==> src/rtl/matseq_pkg.sv <==
// Shared types and constants for the sequential 2x2 matrix MAC.
// Optional macro MATSEQ_SAT_EN selects saturating arithmetic (see matseq_mac).
package matseq_pkg;

  typedef enum logic [1:0] {IDLE, RUN, DONE} state_t;

  localparam int NUM_STEPS = 8;
  localparam int DEF_WIDTH = 16;
  localparam int DEF_FRAC  = 8;

  // Largest positive value representable in a w-bit signed word
  function automatic logic signed [63:0] sat_hi(input int w);
    return (64'sd1 <<< (w - 1)) - 64'sd1;
  endfunction

  // Most negative value representable in a w-bit signed word
  function automatic logic signed [63:0] sat_lo(input int w);
    return -(64'sd1 <<< (w - 1));
  endfunction

endpackage

==> src/rtl/matseq_mac.sv <==
// Shared multiplier plus accumulator for matrix_mac_sequencer.
// Product is floor(x*y / 2^FRAC). Define MATSEQ_SAT_EN to clamp the product
// and the odd-step sum to the WIDTH-bit signed range instead of wrapping.
module matseq_mac
  import matseq_pkg::*;
#(
  parameter int WIDTH = DEF_WIDTH,
  parameter int FRAC  = DEF_FRAC
) (
  input  logic             clk,
  input  logic             rst_n,
  input  logic [WIDTH-1:0] i_x,
  input  logic [WIDTH-1:0] i_y,
  input  logic             i_clr,
  input  logic             i_load,
  output logic [WIDTH-1:0] o_sum
);

  logic signed [2*WIDTH-1:0] w_full;
  logic        [WIDTH-1:0]   w_prod;
  logic        [WIDTH-1:0]   r_acc;

  assign w_full = $signed(i_x) * $signed(i_y);

`ifdef MATSEQ_SAT_EN
  localparam logic [WIDTH-1:0] MAXV = WIDTH'(sat_hi(WIDTH));
  localparam logic [WIDTH-1:0] MINV = WIDTH'(sat_lo(WIDTH));

  logic signed [2*WIDTH-1:0] w_shift;
  logic signed [63:0]        w_sh64;
  logic        [WIDTH:0]     w_wide;

  assign w_shift = w_full >>> FRAC;
  assign w_sh64  = 64'(w_shift);

  // Clamp the shifted product into the result range
  always_comb begin
    w_prod = w_shift[WIDTH-1:0];
    if (w_sh64 > sat_hi(WIDTH))      w_prod = MAXV;
    else if (w_sh64 < sat_lo(WIDTH)) w_prod = MINV;
  end

  assign w_wide = {r_acc[WIDTH-1], r_acc} + {w_prod[WIDTH-1], w_prod};

  // Sum in WIDTH+1 bits; a disagreeing top pair of bits means overflow
  always_comb begin
    o_sum = w_wide[WIDTH-1:0];
    if (w_wide[WIDTH] != w_wide[WIDTH-1]) o_sum = w_wide[WIDTH] ? MINV : MAXV;
  end
`else
  logic w_unused;

  // Arithmetic shift then truncate is the same as picking the middle bits
  assign w_prod   = w_full[FRAC +: WIDTH];
  assign w_unused = ^{w_full[FRAC-1:0], w_full[2*WIDTH-1:FRAC+WIDTH]};
  assign o_sum    = r_acc + w_prod;
`endif

  // Accumulator: cleared on accept, loaded with the product on even steps
  always_ff @(posedge clk) begin
    if (!rst_n)      r_acc <= '0;
    else if (i_clr)  r_acc <= '0;
    else if (i_load) r_acc <= w_prod;
  end

endmodule

==> src/rtl/matrix_mac_sequencer.sv <==
// Sequential 2x2 fixed-point matrix multiply R = A*B using one MAC, 8 steps.
// Optional macro MATSEQ_SAT_EN: saturating product and sum (default: wrap).
module matrix_mac_sequencer
  import matseq_pkg::*;
#(
  parameter int WIDTH = DEF_WIDTH,
  parameter int FRAC  = DEF_FRAC
) (
  input  logic             clk,
  input  logic             rst_n,
  input  logic             in_valid,
  output logic             in_ready,
  input  logic [WIDTH-1:0] a,
  input  logic [WIDTH-1:0] b,
  input  logic [WIDTH-1:0] c,
  input  logic [WIDTH-1:0] d,
  input  logic [WIDTH-1:0] e,
  input  logic [WIDTH-1:0] f,
  input  logic [WIDTH-1:0] g,
  input  logic [WIDTH-1:0] h,
  output logic             out_valid,
  input  logic             out_ready,
  output logic [WIDTH-1:0] r00,
  output logic [WIDTH-1:0] r01,
  output logic [WIDTH-1:0] r10,
  output logic [WIDTH-1:0] r11,
  output logic             busy
);

  state_t                  r_state, w_next;
  logic [2:0]              r_step;
  logic [3:0][WIDTH-1:0]   r_ma;   // a, b, c, d
  logic [3:0][WIDTH-1:0]   r_mb;   // e, f, g, h
  logic [3:0][WIDTH-1:0]   r_res;  // r00, r01, r10, r11
  logic                    w_accept;
  logic                    w_run;
  logic [WIDTH-1:0]        w_x, w_y, w_sum;

  assign w_run = (r_state == RUN);

  // step[2] picks the A row, step[1] the B column, step[0] the inner index
  assign w_x = r_ma[{r_step[2], r_step[0]}];
  assign w_y = r_mb[{r_step[0], r_step[1]}];

  // Next-state and handshake outputs
  always_comb begin
    w_next    = r_state;
    in_ready  = 1'b0;
    out_valid = 1'b0;
    w_accept  = 1'b0;
    case (r_state)
      IDLE: begin
        in_ready = 1'b1;
        if (in_valid) begin
          w_accept = 1'b1;
          w_next   = RUN;
        end
      end
      RUN:  if (r_step == 3'(NUM_STEPS - 1)) w_next = DONE;
      DONE: begin
        out_valid = 1'b1;
        if (out_ready) w_next = IDLE;
      end
      default: w_next = IDLE;
    endcase
  end

  assign busy = (r_state != IDLE);

  // State register
  always_ff @(posedge clk) begin
    if (!rst_n) r_state <= IDLE;
    else        r_state <= w_next;
  end

  // Step counter and operand capture
  always_ff @(posedge clk) begin
    if (!rst_n) begin
      r_step <= '0;
      r_ma   <= '0;
      r_mb   <= '0;
    end else if (w_accept) begin
      r_step <= '0;
      r_ma   <= {d, c, b, a};
      r_mb   <= {h, g, f, e};
    end else if (w_run) begin
      r_step <= r_step + 3'd1;
    end
  end

  // Odd steps finish one result element
  always_ff @(posedge clk) begin
    if (!rst_n)                r_res <= '0;
    else if (w_run && r_step[0]) r_res[r_step[2:1]] <= w_sum;
  end

  matseq_mac #(.WIDTH(WIDTH), .FRAC(FRAC)) u_mac (
    .clk    (clk),
    .rst_n  (rst_n),
    .i_x    (w_x),
    .i_y    (w_y),
    .i_clr  (w_accept),
    .i_load (w_run && !r_step[0]),
    .o_sum  (w_sum)
  );

  assign r00 = r_res[0];
  assign r01 = r_res[1];
  assign r10 = r_res[2];
  assign r11 = r_res[3];

endmodule

==> config.mk <==
export PLATFORM = sky130hd
export DESIGN_NAME = matrix_mac_sequencer
export DESIGN_NICKNAME = d
export VERILOG_FILES = /design/src/rtl/matseq_pkg.sv /design/src/rtl/matseq_mac.sv /design/src/rtl/matrix_mac_sequencer.sv
export SDC_FILE = /design/constraint.sdc
export NUM_CORES = 1
export LEC_CHECK = 0
export CORE_ASPECT_RATIO = 1.5
export CORE_MARGIN = 8
export CORE_UTILIZATION = 50
export CTS_BUF_LIST = sky130_fd_sc_hd__clkbuf_4
export CTS_CLUSTER_SIZE = 24
export DETAILED_ROUTE_END_ITERATION = 10
export PLACE_DENSITY = 0.73
export SLEW_MARGIN = 10
export SYNTH_ARGS = -nofsm -noshare
export SYNTH_HDL_FRONTEND = slang
export SYNTH_SLANG_ARGS = --single-unit
==> constraint.sdc <==
create_clock -name clk -period 12.95 [get_ports clk]
set_input_delay 1.295 -clock clk [delete_from_list [all_inputs] [get_ports clk]]
set_output_delay 1.295 -clock clk [all_outputs]
set_load 0.05 [all_outputs]
==> results of run 1 <==
sequential cells by signal, summed over array words and instances (netlist names):
name and count:
r01 16, r_step 3, r11 16, u_mac.r_acc 16, r10 16, r_mb 64
r_state 2, r00 16, r_ma 64
report_power, final:
| group | internal, W | switching, W | total (W) |
|---|---|---|---|
| Clock | 0.000262 | 0.000264 | 0.000526 |
| Sequential | 0.000683 | 0.0000169 | 0.000700 |
| Combinational | 0.000198 | 0.000290 | 0.000488 |
layer usage:
| metal | GRT usage, % | vias up |
|---|---|---|
| li1 | - | 6238 |
| met1 | 25.5 | 6504 |
| met2 | 40.6 | 332 |
| met3 | 3.10 | 96 |
| met4 | 11.2 | 0 |
| met5 | 0 | - |
cells in the mapped netlist, types with 3 or more instances:
| cell | n | area, um2 |
|---|---|---|
| nand2_1 | 518 | 1940 |
| inv_1 | 258 | 968 |
| dfxtp_1 | 213 | 4260 |
| fa_1 | 187 | 3740 |
| a21boi_0 | 182 | 1370 |
| and2_1 | 116 | 726 |
| clkbuf_1 | 96 | 360 |
| ha_1 | 88 | 1100 |
| xnor2_1 | 38 | 333 |
| a21oi_1 | 35 | 175 |
| mux4_2 | 31 | 698 |
| nor2_1 | 29 | 109 |
| xor2_1 | 11 | 96.3 |
| nor3_1 | 9 | 45.0 |
| and3_1 | 8 | 50.1 |
| o21ai_0 | 8 | 40.0 |
| nand3_1 | 6 | 30.0 |
| nor2b_1 | 5 | 31.3 |
| a21boi_1 | 4 | 30.0 |
| a31o_2 | 4 | 35.0 |
| nand2b_1 | 4 | 25.0 |
| o211a_1 | 4 | 40.0 |
| o21bai_1 | 4 | 30.0 |
| o21a_1 | 3 | 22.5 |
kinds of logic after synthesis:
logic type      count (synthesis)  share of synthesized area [%]
compound gates                262                           11.4
fa+ha+maj                     275                           29.1
flops                         213                           25.6
mux                            34                           4.39
xor+xnor                       51                           2.86
buf+inv                       362                           8.32
simple gates                  705                           18.3
worst paths after layout:
| kind | endpoint | slack (ns) | cells after the start |
|---|---|---|---|
| hold reg to reg | u_mac.r_acc[0] | 0.46 | 2 |
| hold / removal | u_mac.r_acc[0] | 0.46 | 2 |
| setup reg to reg | r01[15] | 3.66 | 36 |
| setup / recovery | r01[15] | 3.66 | 36 |
layout make-up:
cell class                      instances  area (um2)
Timing Repair Buffer                  207        2050
Fill cell                            2970       13700
Antenna cell                            2        5.00
Multi-Input combinational cell       1327       11000
Clock buffer                           68         510
Tap cell                              420         526
Inverter                              258         968
Sequential cell                       213        4270
Clock inverter                         14        88.8
worst max-delay path, delay by kind of cell, from the launching register on:
family,cells,cell delay (ns)
simple gates,6,0.98
buf+inv,7,0.85
xor+xnor,2,0.53
mux,1,0.75
flops,1,0.54
fa+ha+maj,8,3.14
compound gates,12,2.31
per-stage QoR:
step / util [%] / std cells / setup slack (ns)
floorplan: - / 1902 / 3.85
global placement: 56.7 / 2425 / 3.87
detailed placement: 56.7 / 2425 / 3.73
CTS: 58.5 / 2507 / 3.68
global route: 58.6 / 2509 / 3.14
finish: 58.6 / 2509 / 3.66
==> results.cfg, run 1 <==
[status]
run_status = completed

[place]
dp_hpwl_um = 33900
portBuffers = 198
gp_congestion = 0.847
dpl_cell_area_um2 = 18800

[critical_path]
crit_start = r_step[0]
worstPathArrival_ns = 9.84
crit_required_ns = 13.50
cp-end-kind = flip-flop
r2r_start = r_step[0]
crit_top_cell = inv_1
critPathMaxFanout = 28
crit_type = reg2reg
crit_slowest_cell = mux4_2
cp-start-kind = flip-flop
slowest_delay_ns = 0.75

[global_route]
grt_max_degree = 108
antenna_found_initial = 2
grt_overflow_total = 0
grt_usage_pct = 22.6
grt_pass1_wl_um = 71100
grt_pass1_vias = 14300

[logic_synthesis]
synth_nets = 2309
ys_warn_count = 0
syn_area_um2 = 16600
ys.flop_type = dfxtp_1
synthCells = 1902
ys_seq_area_share_pct = 25.6
synth_edf_count = 0
synth_cell_type_count = 55
ys_ff_latch = 213
syn_avg_cell_area_um2 = 8.75
async_flop_share_pct = 0

[min_path]
worstHoldStart = u_mac.r_acc[0]
min_path_type = reg2reg

[clocking]
cts.sinks = 213
cts.path.max_buffers = 3
root_buffer = clkbuf_4
post_cts_resized = 0
cts-hold-fix-buffers = 0
numCtsBuffers = 50
cts_tree = yes
post_cts_buffers = 0
worstSkewPairLatency_ns = 0.70
clk_pin_slew_ns = 0.06
htree_levels = 2

[sta]
rsz0062_at_grt = no
clock_skew_ns = 0.0388
maxClockFrequency_mhz = 108
period_needed_ns = 9.29
slew_headroom_pct = 22.1
worstMarginPinSlew_ns = 1.16
final_hold_viol_count = 0
slew_violations = 0
holdWs_ns = 0.463
setup_tns_ns = 0
setup-violations-final = 0
min_period_over_period_pct = 71.7

[finish]
synthToLayoutAreaGrowth_pct = 16.7
final_layout_size_suffix_gt1_share_pct = 6.28
mostFrequentLayoutCells = nand2_1, inv_1, dfxtp_1
fin_area_um2 = 19400
layout_commonest_cell = nand2_1
final_nets = 2464

[route]
wl_per_cell_um = 17.1
top_layer_used = met4
ant_nets = 0
wl_met2_um = 22700
wl_met1_um = 16600
drc = 0
wirelength_um = 43000
met3WireLength_um = 1720
viasPerCell = 5.25
drtIter0Drc = 688
first_pass_iters = 5
vias = 13200

[run]
cap_violations = 0

[die]
die_y_um = 239
core-area_um2 = 33100
row_count = 82
initial_utilization_pct = 50.2
boundaryPins = 199
dieArea_um2 = 39500
die_w_um = 165

[power_and_ir_drop]
power.total_w = 0.00171
p_leak_nw = 8.24
power_density_nw_per_um2 = 88.3
peakVddDrop_v = 0.0000732
(Power assumes the default switching activity.)
==> run 2, diff against run 1 <==
--- a/config.mk
+++ b/config.mk
@@ -11,7 +11,7 @@
 export CTS_BUF_LIST = sky130_fd_sc_hd__clkbuf_4
 export CTS_CLUSTER_SIZE = 24
 export DETAILED_ROUTE_END_ITERATION = 10
-export PLACE_DENSITY = 0.73
+export PLACE_DENSITY = 0.76
 export SLEW_MARGIN = 10
 export SYNTH_ARGS = -nofsm -noshare
 export SYNTH_HDL_FRONTEND = slang
==> constraint.sdc (replaced) <==
create_clock -name clk -period 7.9 [get_ports clk]
set_input_delay 0.79 -clock clk [delete_from_list [all_inputs] [get_ports clk]]
set_output_delay 0.79 -clock clk [all_outputs]
set_load 0.05 [all_outputs]
==> results.cfg, run 2 (synthesis gave the netlist of run 1 again) <==
[status]
run_status = finished, violations left
violations = negative setup slack

[global_route]
grt_pass1_wl_um = 73500
grt_overflow_total = 0
grt_usage_pct = 23.5
antenna_found_initial = 1
grt_pass1_vias = 14500
grt_max_degree = 115

[route]
wl_per_cell_um = 17.5
vias = 13700
ant_nets = 0
viasPerCell = 5.26
wirelength_um = 45400
drtIter0Drc = 758
drc = 0
first_pass_iters = 5

[finish]
multi_input_area_um2 = 11300
fin_cells = 2599
final_layout_size_suffix_gt1_share_pct = 11.7
seqCellArea_um2 = 4270
top_regs = r_ma x64, r_mb x64
num-fill-cells = 2772
mostFrequentLayoutCells = nand2_1, inv_1, dfxtp_1
synthToLayoutAreaGrowth_pct = 22.5
layout_commonest_cell = nand2_1
final_nets = 2549

[critical_path]
crit_required_ns = 8.51
cp-end-kind = flip-flop
r2r_slack_ns = -0.15
crit_type = reg2reg
timing.rr.end = r11[15]
crit_slowest_cell = mux4_2
cp-start-kind = flip-flop
crit_top_cell = fa_1
worstPathArrival_ns = 8.66
critPathMaxFanout = 12
reg2regPathDepth = 32
r2r_start = r_step[0]
slowest_delay_ns = 0.69

[die]
die_w_um = 165
initial_utilization_pct = 50.2
row_count = 82
boundaryPins = 199
dieArea_um2 = 39500
die_y_um = 239
core-area_um2 = 33100

[place]
dp_hpwl_um = 35400
portBuffers = 198
dp_cells = 2489
pre_cts_ws_ns = -0.145
gp_congestion = 0.901

[clocking]
worstSkewPairLatency_ns = 0.68
cts.sinks = 213
cts.path.max_buffers = 3
root_buffer = clkbuf_4
cts_tree = yes
htree_levels = 2
numCtsBuffers = 49
clk_pin_slew_ns = 0.07

[power_and_ir_drop]
power.total_w = 0.00293
power_density_nw_per_um2 = 144
peakVddDrop_v = 0.000112
p_leak_nw = 8.79

[sta]
maxClockFrequency_mhz = 124
setup-violations-final = 11
clock_skew_ns = 0.0415
period_needed_ns = 8.05
final_hold_viol_count = 0
min_period_over_period_pct = 102
rsz0062_at_grt = yes
slew_headroom_pct = 22.6
slew_violations = 0
worstMarginPinSlew_ns = 1.16
fin_ws_ns = -0.145

[run]
cap_violations = 0

[min_path]
whs_endpoint = r10[13]
whs_path_depth = 2
min_path_type = reg2reg
worstHoldStart = r10[13]
[run 2: worst max-delay path by stage]
| stage | start | to | slack, ns | cells after the start |
|---|---|---|---|---|
| finish | r_step[0] | r11[15] | -0.15 | 32 |
| global route | r_step[0] | r10[15] | -0.49 | 34 |
| CTS | r_step[0] | r10[15] | -0.11 | 32 |
| detailed placement | r_step[0] | r11[15] | -0.14 | 32 |
| global placement | r_step[0] | r10[15] | 0.01 | 31 |
| floorplan | r_step[0] | r11[15] | -0.16 | 39 |
[run 2: layer usage]
layer  GRT usage (%)  routed length, um  vias to the layer above
met3            3.22               2380                      119
met2            42.2              23900                      448
met4            11.0               2000                        0
met5               0                  0                        -
li1                -                  -                     6427
met1            26.9              17100                     6686
[run 2: what timing repair did]
item,CTS,global route
setup endpoints to repair,15,30
gates cloned,3,0
endpoints found under the hold margin,0,0
gates resized for setup,19,26
hold buffers,0,0
pin swaps,12,10
setup buffers,15,5
[run 2: layout make-up]
class / instances / area share [%]
antenna: 1 / 0.0123
clock buffer: 68 / 2.51
clock inverter: 19 / 0.418
inverter: 258 / 4.75
multi-input combinational: 1329 / 55.3
sequential: 213 / 21.0
tap: 420 / 2.58
timing repair buffer: 291 / 13.4
[run 2: worst max-delay path, delay by kind of cell (launching register included)]
family	cells	cell delay, ns
adder cells (fa/ha/maj)	8	3.34
AO/OA/AOI/OAI	10	1.77
AND/OR/NAND/NOR	6	0.90
multiplexers	1	0.69
flip-flops	1	0.43
buffers and inverters	5	0.42
XOR/XNOR	2	0.41
[run 2: stage by stage]
step	TNS (ns)	hold WS [ns]	utilization (%)	area (um2)
floorplan	-0.632	0.436	-	16800
global placement	0	0.440	58.5	19400
detailed placement	-1.10	0.448	58.5	19400
CTS	-0.467	0.457	61.1	20300
global route	-6.89	0.486	61.5	20400
finish	-0.876	0.458	61.5	20400
[run 2: power breakdown]
part           switching [W]  internal, W
logic               0.000530     0.000421
clock network       0.000429     0.000402
registers          0.0000296      0.00112
